File: src/rtl/ifq_pkg.sv
// ----------------------------------------------------------------------------
// ifq_pkg
// Shared types and constants for the instruction fetch queue.
//   ifq_state_e : fetch engine state (normal fetch / discarding stale data)
//   PC_INC      : byte stride between sequential instructions
//   ifq_entry_t : one buffered instruction, {pc, instr}, at the default
//                 32-bit width
// ----------------------------------------------------------------------------
package ifq_pkg;

    typedef enum logic {
        IFQ_RUN,
        IFQ_DRAIN
    } ifq_state_e;

    localparam int PC_INC   = 4;
    localparam int IFQ_XLEN = 32;

    typedef struct packed {
        logic [IFQ_XLEN-1:0] pc;
        logic [IFQ_XLEN-1:0] instr;
    } ifq_entry_t;

endpackage

File: src/rtl/ifq_fifo.sv
// ----------------------------------------------------------------------------
// ifq_fifo
// Synchronous in-order buffer of fetched instructions.
// Ports:
//   clk, rst    : clock, asynchronous active-high reset
//   push        : write push_data at the tail
//   push_data   : entry to store
//   pop         : advance the head (ignored when empty)
//   flush       : discard all entries; wins over push and pop
//   head        : entry at the head (undefined contents when empty)
//   count       : number of buffered entries
//   empty, full : occupancy flags
// ----------------------------------------------------------------------------
import ifq_pkg::*;

module ifq_fifo #(
    parameter int  DEPTH   = 4,
    parameter type entry_t = ifq_entry_t,
    localparam int CW      = $clog2(DEPTH + 1),
    localparam int AW      = $clog2(DEPTH)
) (
    input  logic          clk,
    input  logic          rst,
    input  logic          push,
    input  entry_t        push_data,
    input  logic          pop,
    input  logic          flush,
    output entry_t        head,
    output logic [CW-1:0] count,
    output logic          empty,
    output logic          full
);

    entry_t        mem [DEPTH];
    logic [AW-1:0] wr_ptr;
    logic [AW-1:0] rd_ptr;
    logic          do_push;
    logic          do_pop;

    assign empty   = (count == '0);
    assign full    = (count == CW'(DEPTH));
    assign do_push = push && !flush;
    assign do_pop  = pop && !empty && !flush;
    assign head    = mem[rd_ptr];

    // NOTE: the storage array has no reset; validity is tracked by count alone,
    // so resetting it would only add reset fan-out for no functional gain.
    always_ff @(posedge clk) begin
        if (do_push) begin
            mem[wr_ptr] <= push_data;
        end
    end

    // Pointers wrap naturally because DEPTH is a power of two.
    always_ff @(posedge clk or posedge rst) begin
        if (rst) begin
            wr_ptr <= '0;
            rd_ptr <= '0;
            count  <= '0;
        end else if (flush) begin
            wr_ptr <= '0;
            rd_ptr <= '0;
            count  <= '0;
        end else begin
            if (do_push) wr_ptr <= wr_ptr + AW'(1);
            if (do_pop)  rd_ptr <= rd_ptr + AW'(1);
            count <= count + CW'(do_push) - CW'(do_pop);
        end
    end

endmodule

File: src/rtl/instr_fetch_queue.sv
// ----------------------------------------------------------------------------
// instr_fetch_queue
// Decoupled instruction prefetcher: generates sequential fetch addresses,
// limits outstanding-plus-buffered instructions to DEPTH, buffers {pc, instr}
// in order, and flushes/refetches on redirect. Stale responses that were in
// flight at a redirect are counted and dropped in the DRAIN state.
// Optional build macro: IFQ_ALIGN_CHECK_EN adds align_err and forces
// redirect_pc[1:0] to zero.
// Ports:
//   clk, rst                 : clock, asynchronous active-high reset
//   imem_req/addr/gnt        : fetch request handshake
//   imem_rvalid/rdata        : in-order read responses
//   instr_valid/instr/pc     : queue head toward decode
//   instr_ready              : decode consumes the head
//   redirect, redirect_pc    : taken branch/jump, new fetch PC
//   count                    : buffered entries
//   align_err (optional)     : one-cycle pulse after a misaligned redirect
// ----------------------------------------------------------------------------
import ifq_pkg::*;

module instr_fetch_queue #(
    parameter int              XLEN     = 32,
    parameter int              DEPTH    = 4,
    parameter logic [XLEN-1:0] RESET_PC = '0,
    localparam int             CW       = $clog2(DEPTH + 1)
) (
    input  logic            clk,
    input  logic            rst,
    output logic            imem_req,
    output logic [XLEN-1:0] imem_addr,
    input  logic            imem_gnt,
    input  logic            imem_rvalid,
    input  logic [XLEN-1:0] imem_rdata,
    output logic            instr_valid,
    output logic [XLEN-1:0] instr,
    output logic [XLEN-1:0] instr_pc,
    input  logic            instr_ready,
    input  logic            redirect,
    input  logic [XLEN-1:0] redirect_pc,
`ifdef IFQ_ALIGN_CHECK_EN
    output logic            align_err,
`endif
    output logic [CW-1:0]   count
);

    // Same layout as ifq_entry_t, sized by XLEN.
    typedef struct packed {
        logic [XLEN-1:0] pc;
        logic [XLEN-1:0] instr;
    } entry_t;

    localparam logic [CW:0] DEPTH_W = (CW+1)'(DEPTH);

    ifq_state_e      state, state_nxt;
    logic [XLEN-1:0] fetch_pc, fetch_pc_nxt;
    logic [XLEN-1:0] resp_pc, resp_pc_nxt;
    logic [CW-1:0]   outstanding, outstanding_nxt;
    logic [CW-1:0]   drop_cnt, drop_cnt_nxt;
    logic [XLEN-1:0] redirect_target;
    logic            accept;
    logic            push;
    logic            pop;
    logic            fifo_empty;
    logic            fifo_full;
    entry_t          fifo_head;
    entry_t          push_data;

`ifdef IFQ_ALIGN_CHECK_EN
    assign redirect_target = {redirect_pc[XLEN-1:2], 2'b00};

    always_ff @(posedge clk or posedge rst) begin
        if (rst) align_err <= 1'b0;
        else     align_err <= redirect && (redirect_pc[1:0] != 2'b00);
    end
`else
    assign redirect_target = redirect_pc;
`endif

    // Credit rule: never let in-flight plus buffered exceed the queue size,
    // so every response always has a free slot.
    assign imem_req  = !rst && (state == IFQ_RUN) && !redirect &&
                       (({1'b0, count} + {1'b0, outstanding}) < DEPTH_W);
    assign imem_addr = fetch_pc;
    assign accept    = imem_req && imem_gnt;

    assign pop       = instr_valid && instr_ready && !redirect;
    assign push_data = '{pc: resp_pc, instr: imem_rdata};

    // NOTE: every signal assigned here gets a default first, so no path leaves
    // it unassigned and no latch is inferred.
    always_comb begin
        state_nxt       = state;
        fetch_pc_nxt    = fetch_pc;
        resp_pc_nxt     = resp_pc;
        outstanding_nxt = outstanding + CW'(accept) - CW'(imem_rvalid);
        drop_cnt_nxt    = drop_cnt;
        push            = 1'b0;

        if (redirect) begin
            // Everything still in flight after this edge is stale.
            fetch_pc_nxt = redirect_target;
            resp_pc_nxt  = redirect_target;
            drop_cnt_nxt = outstanding_nxt;
            state_nxt    = (outstanding_nxt != '0) ? IFQ_DRAIN : IFQ_RUN;
        end else begin
            if (accept) begin
                fetch_pc_nxt = fetch_pc + XLEN'(PC_INC);
            end
            if (imem_rvalid) begin
                if (drop_cnt != '0) begin
                    drop_cnt_nxt = drop_cnt - CW'(1);
                end else begin
                    push        = 1'b1;
                    resp_pc_nxt = resp_pc + XLEN'(PC_INC);
                end
            end
            if (state == IFQ_DRAIN && drop_cnt_nxt == '0) begin
                state_nxt = IFQ_RUN;
            end
        end
    end

    // NOTE: sequential state uses non-blocking assignments so every register
    // samples the pre-edge values regardless of statement order.
    always_ff @(posedge clk or posedge rst) begin
        if (rst) begin
            state       <= IFQ_RUN;
            fetch_pc    <= RESET_PC;
            resp_pc     <= RESET_PC;
            outstanding <= '0;
            drop_cnt    <= '0;
        end else begin
            state       <= state_nxt;
            fetch_pc    <= fetch_pc_nxt;
            resp_pc     <= resp_pc_nxt;
            outstanding <= outstanding_nxt;
            drop_cnt    <= drop_cnt_nxt;
        end
    end

    ifq_fifo #(
        .DEPTH   (DEPTH),
        .entry_t (entry_t)
    ) u_fifo (
        .clk       (clk),
        .rst       (rst),
        .push      (push),
        .push_data (push_data),
        .pop       (pop),
        .flush     (redirect),
        .head      (fifo_head),
        .count     (count),
        .empty     (fifo_empty),
        .full      (fifo_full)
    );

    assign instr_valid = !fifo_empty;
    assign instr       = fifo_empty ? '0 : fifo_head.instr;
    assign instr_pc    = fifo_empty ? '0 : fifo_head.pc;

    // The credit rule makes a write into a full queue impossible.
    a_no_overflow : assert property (@(posedge clk) disable iff (rst)
        !(push && fifo_full && !pop && !redirect))
        else $error("instr_fetch_queue: queue overflow");

endmodule
File: config.mk
export PLATFORM = sky130hd
export DESIGN_NAME = instr_fetch_queue
export DESIGN_NICKNAME = d
export VERILOG_FILES = /design/src/rtl/ifq_pkg.sv /design/src/rtl/ifq_fifo.sv /design/src/rtl/instr_fetch_queue.sv
export SDC_FILE = /design/constraint.sdc
export NUM_CORES = 1
export LEC_CHECK = 0
export CORE_ASPECT_RATIO = 1.5
export CORE_MARGIN = 2
export CORE_UTILIZATION = 37
export DETAILED_ROUTE_END_ITERATION = 7
export GPL_ROUTABILITY_DRIVEN = 0
export GPL_TIMING_DRIVEN = 0
export RECOVER_POWER = 50
export SLEW_MARGIN = 10
export SYNTH_ARGS = -nofsm -noshare
export SYNTH_HDL_FRONTEND = slang
export SYNTH_HIERARCHICAL = 1
export SYNTH_SLANG_ARGS = --single-unit
File: constraint.sdc
create_clock -name clk -period 3.4 [get_ports clk]
set_clock_uncertainty 0.1 [all_clocks]
set_input_delay 0.85 -clock clk [delete_from_list [all_inputs] [get_ports clk]]
set_output_delay 0.85 -clock clk [all_outputs]
set_load 0.01 [all_outputs]
# After elaboration in Yosys (flattened, before gate mapping)
# Memory sizes are Yosys's and may differ from the RTL's.
# Cells that the tools add are included.
# W data, S select, Z words.
dict set report classes {
  bitwise 1
  muxes 24
  n_eq_ne 1
  order_cmp 1
  reduce_logical 23
  addsub 10
}
# op count
set ops {}
lappend ops {{$mux W32} 7}
lappend ops {{$add A32 B3 Y32 const B} 2}
lappend ops {{$mux W3} 5}
lappend ops {{$logic_and A1 B1 Y1} 10}
lappend ops {{$reduce_bool A2 Y1} 5}
lappend ops {{$mux W1} 8}
lappend ops {{$mux W2} 4}
lappend ops {{$add A3 B1 Y3} 2}
lappend ops {{$logic_not A3 Y1} 2}
lappend ops {{$reduce_bool A3 Y1} 2}
lappend ops {{$sub A3 B1 Y3} 2}
lappend ops {{$add A2 B1 Y2 const B} 2}
lappend ops {{$add A3 B3 Y4} 1}
lappend ops {{$lt A4 B3 Y1 const B} 1}
lappend ops {{$logic_not A1 Y1} 3}
lappend ops {{$sub A3 B1 Y3 const B} 1}
lappend ops {{$ne A2 B2 Y1 const B} 1}
lappend ops {{$reduce_and A2 Y1} 1}
lappend ops {{$not A1 Y1} 1}
dict set report word_totals {
  regBits 78
  output_inout_bits 101
  ramBits 256
  n_memories 1
}
# memory words word_bits rd rd_ports_with_merged_regs wr line
set mem_list {}
lappend mem_list {u_fifo.mem 4 64 1 0 1 ifq_fifo.sv:34} ;# entry_t mem [DEPTH];

# Logic depth before layout (Yosys ltp)
# Gate-level depths: netlist (run 1).
dict set report logic_depth {
  ltp_word 10
  ltp_mapped 15
}

# Cells and area by module
# Netlist (run 1), hierarchy kept.
# module cells_per_inst area_per_inst_um2 instances
set by_module_without_submodules {}
lappend by_module_without_submodules {ifq_fifo 380 9744.3 1}
lappend by_module_without_submodules {instr_fetch_queue 511 4411.7 1}

# Worst setup path after synthesis (run 1)
# OpenSTA, ideal clock, no wires.
dict set report synth_timing {
  kind {input-to-reg}
  startpoint {input port redirect}
  endpoint {memory u_fifo/mem[0][0] (netlist bit) (enable)}
  t_required_ps 2871
  slack_ps -374
  stages 5
  arrival_time_ps 3246
  path_cell_list {clkbuf_1 -> clkbuf_1 -> nor2_1 -> nor2b_1 -> and2_1}
}
dict set report synth_between {
  elab_chain_cells 4
}
# element line
set synth_rtl {}
lappend synth_rtl {{start, declared} instr_fetch_queue.sv:38} ;# input logic redirect,
lappend synth_rtl {{$mux W1} instr_fetch_queue.sv:99} ;# if (redirect) begin
lappend synth_rtl {{via push} instr_fetch_queue.sv:61} ;# logic push;
lappend synth_rtl {{$logic_and A1 B1 Y1} ifq_fifo.sv:42} ;# assign do_push = push && !flush;
lappend synth_rtl {{$mux W1} ifq_fifo.sv:49} ;# if (do_push) begin
lappend synth_rtl {{$mux W1 (not written as such)} ifq_fifo.sv:50} ;# mem[wr_ptr] <= push_data;
lappend synth_rtl {{end, declared} ifq_fifo.sv:34}
# The timed path passes the listed nets, and every way through them passes these cells.

==> results.yml, run 1 <==
run_status:
  outcome: "finished with violations"
  violations: "capacitance limit, slew limit"
floorplan:
  dieHeight_um: 243.5
  die-area_um2: 39850
  die_x_um: 163.7
  pin_count: 171
  start_util: 0.3757
  core_um2: 37660
  row_count: 87
final_layout:
  layout.nets: 1197
  diodes: 0
  area_delta_synth_final_pct: 26.77
  fin_area_um2: 17940
  fill_cells: 3353
  layout-drive-gt1-share: 0.1746
routing:
  routed_via_density: 5.133
  routed_wl_mm: 33.00
  drcViolationCount: 0
  antenna_left: 0
  vias: 8331
  drt_iter0_markers: 495
  wire_per_inst_um: 20.33
  drt-pass1-iter-count: 6
global_routing:
  first_global_vias: 8837
  grt_pass1_wl_mm: 50.37
  grt_use_met2: 0.3066
  groute.usage.overall: 0.1660
  met1_usage: 0.1913
  busiest_layer: "met2"
  met3_usage: 0.02417
  overflow: 0
  antenna_found_initial: 0
  grt_start_max_net_pins: 60
worst_setup_path:
  ff2ff_setup_slack_ns: 0.12
  critPathMaxFanout: 10
  endpoint_kind: "output port"
  worstSetupPathType: "reg -> out"
  arrival_ns: 2.40
  start_kind: "register"
  required_ns: 2.45
synthesis:
  synthesis.area_um2: 14150
  syn_area_per_cell_um2: 15.90
  yosysWarnings: 6
  syn_nets: 976
  synth_cells: 890
placement:
  place_area_um2: 16610
  port_buffers: 170
  dp_slack_ns: -1.315
  dpl.hpwl_mm: 22.51
cts:
  cts_made_buffers: 31
  clockRootBuffer: "clkbuf_16"
  insertion_delay_ns: 0.56
  cts.sinks: 334
  h-tree-depth: 1
  clk_path_buf_depth: 3
  cts_tree: "yes"
  clk_pin_slew_ns: 0.06
hold_path:
  hold_class: "in -> async"
timing:
  rsz0062_at_grt: "yes"
  min_period_ns: 3.347
  maxSlewHeadroom: -0.05451
  hold_ws_ns: 0.2096
  hold_viol: 0
  timing.fmax_mhz: 298.8
  slew_viol_final: 60
  period_share: 0.9845
  timing.final.setup_violations: 0
  worst_pin_slew_ns: 1.582
  worst_slack_ns: 0.05282
power:
  peakVddDrop_uv: 288.8
  p_leak_uw: 0.006472
  power_density_nw_per_um2: 527.0
run:
  maxCapViolations: 1
==> sequential cells by signal, indices dropped and copies added (netlist names) <==
register	flops
u_fifo/mem	256
imem_addr	32
u_fifo/wr_ptr	2
outstanding	3
drop_cnt	3
u_fifo/rd_ptr	2
state	1
resp_pc	32
u_fifo/count	3
==> area by class of cell <==
| type | count | area [um2] | share of cell area |
|---|---|---|---|
| flip-flops and latches | 334 | 9641 | 0.5375 |
| clock inverters | 22 | 271.5 | 0.01514 |
| well taps | 489 | 611.8 | 0.03411 |
| inverters | 27 | 102.6 | 0.005720 |
| repair buffers | 191 | 1969 | 0.1098 |
| plain buffers | 40 | 332.8 | 0.01856 |
| multi-input cells | 486 | 4210 | 0.2347 |
| clock buffers | 34 | 797.0 | 0.04444 |
==> power by group <==
part / switching [uW] / internal, uW
registers: 198 / 4600
clock network: 1490 / 2140
logic: 524 / 496
total: 2210 / 7240
==> path summary, 6_finish.rpt <==
check | from | endpoint | depth (start not counted)
worst max-delay path | u_fifo/rd_ptr[0] | instr_pc[24] | 5
worst min-delay path | rst | u_fifo/count[0] | 2
worst max register to register | u_fifo/count[2] | state | 13
worst min register to register | resp_pc[1] | u_fifo/mem[2][33] | 0
max in group asynchronous | rst | resp_pc[31] | 3
min in group clk | resp_pc[1] | u_fifo/mem[2][33] | 0
==> critical path, stage by stage (launching register included) <==
cell	delay (ns)
dfrtp_1	0.34
buf_6	0.13
buf_6	0.19
mux4_2	0.55
nor2b_1	0.15
clkdlybuf4s50_1	0.48
==> per-layer routing <==
layer,wire (um),share of wire
met1,12730,0.39
met2,17920,0.54
met3,1276,0.039
met4,1073,0.033
met5,0,0
==> cells in the final DEF, fill, tap and decap left out, drive strengths merged, types with 10 or more instances in the layout <==
cell type,count
edfxtp,256
clkdlybuf4s50,89
dfrtp,78
nor2b,69
mux4,64
nand2,59
clkbuf,58
o21ai,48
dlygate4sd3,41
nand3,37
buf,37
nor2,28
nand4,27
inv,27
xor2,22
dlymetal6s2s,20
dlygate4sd2,18
ha,14
xnor2,13
o311ai,11
clkinv,10
==> metrics by stage <==
step / cells / setup TNS, ns / total power (uW) / util
2_1_floorplan: 890 / 0 / 5355 / -
3_3_place_gp: 1549 / -516.90 / 5815 / 0.4372
3_5_place_dp: 1554 / -215.99 / 5850 / 0.4411
4_1_cts: 1613 / -3.103 / 9541 / 0.4718
5_1_grt: 1623 / -0.3600 / 9826 / 0.4762
6_report: 1623 / 0 / 9453 / 0.4762
==> repair_timing <==
action / CTS / global route
endpoints found under the hold margin: 0 / 0
hold buffers: 0 / 0
buffers inserted: 5 / 10
resized for setup: 52 / 42
setup endpoints to repair: 264 / 50
gates cloned: 0 / 1
pin swaps: 3 / 8
(Power assumes the default switching activity.)
==> run 2: changes to the inputs <==
--- a/config.mk
+++ b/config.mk
@@ -12,8 +12,8 @@
 export GPL_ROUTABILITY_DRIVEN = 0
 export GPL_TIMING_DRIVEN = 0
 export RECOVER_POWER = 50
+export SKIP_CTS_REPAIR_TIMING = 1
 export SLEW_MARGIN = 10
 export SYNTH_ARGS = -nofsm -noshare
 export SYNTH_HDL_FRONTEND = slang
-export SYNTH_HIERARCHICAL = 1
 export SYNTH_SLANG_ARGS = --single-unit
==> results.yml, run 2 <==
run_status:
  outcome: "finished with violations"
  violations: "setup timing"
routing:
  drt_iter0_markers: 397
  drcViolationCount: 0
  routed_wl_mm: 33.37
  wire_per_inst_um: 20.67
  vias: 8348
  routed_via_density: 5.172
  antenna_left: 0
  drt-pass1-iter-count: 5
global_routing:
  first_global_vias: 8892
  groute.usage.overall: 0.1712
  grt_pass1_wl_mm: 51.08
  grt_start_max_net_pins: 51
  overflow: 0
  antenna_found_initial: 0
final_layout:
  utilization: 0.4751
  final_common_cell: "edfxtp_1"
  layoutNonFillerInstCount: 1614
  largest_register: "u_fifo.mem"
  layout.nets: 1187
  most-common-layout-cells: "edfxtp_1 (256), clkdlybuf4s50_1 (100), dfrtp_1 (77), and2_1 (74), mux4_2 (64)"
  diodes: 0
  layout-drive-gt1-share: 0.1520
  area_delta_synth_final_pct: 26.45
  fill_cells: 3288
  fin_area_um2: 17840
  largest_reg_flops: 256
worst_setup_path:
  reg2regPathDepth: 11
  reg2reg_to: "state"
  worstSetupPathType: "reg -> out"
  endpoint_kind: "output port"
  critPathMaxFanout: 10
  r2r_start: "u_fifo.count[2]"
  ff2ff_setup_slack_ns: 0.27
  arrival_ns: 2.51
  required_ns: 2.45
  start_kind: "register"
synthesis:
  ys.flop_type: "edfxtp_1"
  ys_seq_elements: 334
  synth_edf_count: 256
  yosysTopAreaCellShare: 0.5449
  syn_area_per_cell_um2: 15.82
  yosys-top-cells-area: "edfxtp_1 (54%), dfrtp_1 (14%), mux4_2 (10%), and2_1 (3.3%), nand2_1 (1.5%)"
  synth_most_common_cell: "edfxtp_1"
  async_reset_ff_frac: 0.2335
  synth_common_cells: "edfxtp_1 (256), dfrtp_1 (78), and2_1 (74), mux4_2 (64), nand2_1 (58)"
  syn_nets: 978
  synth_largest_area_cell: "edfxtp_1"
  ys_types: 52
  ys_seq_area_frac: 0.6832
  yosysWarnings: 0
  synth_cells: 892
  synthesis.area_um2: 14110
timing:
  hold_ws_ns: 0.4179
  timing.final.setup_violations: 14
  period_share: 1.019
  hold_viol: 0
  min_period_ns: 3.463
  timing.fmax_mhz: 288.8
  worst_pin_slew_ns: 1.334
  slew_viol_final: 0
  worst_slack_ns: -0.06303
  finalSetupTns_ns: -0.3611
  rsz0062_at_grt: "yes"
  maxSlewHeadroom: 0.1059
hold_path:
  min-delay-start: "resp_pc[0]"
  hold_class: "reg -> reg"
  holdPathStages: 0
  hold_path_end: "u_fifo.mem[0][32]"
cts:
  insertion_delay_ns: 0.51
  clockRootBuffer: "clkbuf_16"
  cts_made_buffers: 34
  clk_pin_slew_ns: 0.06
  clk_path_buf_depth: 3
  cts.sinks: 334
  h-tree-depth: 2
  cts_tree: "yes"
floorplan:
  dieHeight_um: 243.2
  pin_count: 171
  row_count: 87
  core_um2: 37550
  die-area_um2: 39740
  die_x_um: 163.4
  start_util: 0.3757
power:
  peakVddDrop_uv: 342.2
  p_leak_uw: 0.006490
  power_density_nw_per_um2: 654.8
placement:
  placed_cells_incl_taps: 1556
  dpl.hpwl_mm: 22.74
  port_buffers: 170
  place_area_um2: 16580
run:
  maxCapViolations: 0
==> run 2: critical path, stage by stage (launching register included) <==
cell and delay [ns]:
dfrtp_1 0.34, clkbuf_1 0.56, mux4_2 0.40, and2_1 0.21, clkdlybuf4s50_1 0.49
==> run 2: kinds of logic after synthesis <==
family                   Yosys count  synth area share
flip-flops                       334            0.6832
buffers and inverters             67           0.01924
multiplexers                      81            0.1151
adder cells (fa/ha/maj)           16           0.01525
AO/OA/AOI/OAI                     76           0.03476
AND/OR/NAND/NOR                  277            0.1070
XOR/XNOR                          41           0.02545
==> run 2: final cells by class <==
cell class / count / area (um2) / area share
inverters: 25 / 97.59 / 0.005470
flip-flops and latches: 334 / 9641 / 0.5404
clock buffers: 47 / 975.9 / 0.05470
repair buffers: 175 / 1872 / 0.1049
multi-input cells: 491 / 4228 / 0.2370
well taps: 489 / 611.8 / 0.03429
plain buffers: 40 / 284.0 / 0.01592
clock inverters: 13 / 131.4 / 0.007364
==> run 2: metal layers <==
| metal | share of wire | routed length (um) | GRT usage |
|---|---|---|---|
| met5 | 0 | 0 | 0 |
| met4 | 0.031 | 1049 | 0.06221 |
| met3 | 0.046 | 1545 | 0.02922 |
| met1 | 0.39 | 13100 | 0.1994 |
| met2 | 0.53 | 17670 | 0.3124 |
==> run 2: stage by stage <==
step,total power (uW),setup WS [ns]
6_report,11680,-0.06303
5_1_grt,12260,-0.1568
4_1_cts,11800,-0.8082
3_5_place_dp,8063,-1.361
3_3_place_gp,8019,-1.370
2_1_floorplan,6503,0.2277
==> run 2: report_power, final <==
group	total [uW]	switching, uW	internal [uW]	leakage (uW)
logic	3140	1450	1690	0.00271
clock network	3680	1510	2170	0.000529
registers	4860	219	4640	0.00325
==> run 2: worst max path at each step <==
stage                     slack (ns)              end             start
after floorplan                 0.23  u_fifo.count[2]          redirect
after global placement         -1.37  u_fifo.count[2]          redirect
after detailed placement       -1.36  u_fifo.count[2]          redirect
after CTS                      -0.81     instr_pc[12]   u_fifo.count[1]
after global routing           -0.16     instr_pc[25]  u_fifo.rd_ptr[1]
final                          -0.06     instr_pc[22]  u_fifo.rd_ptr[1]
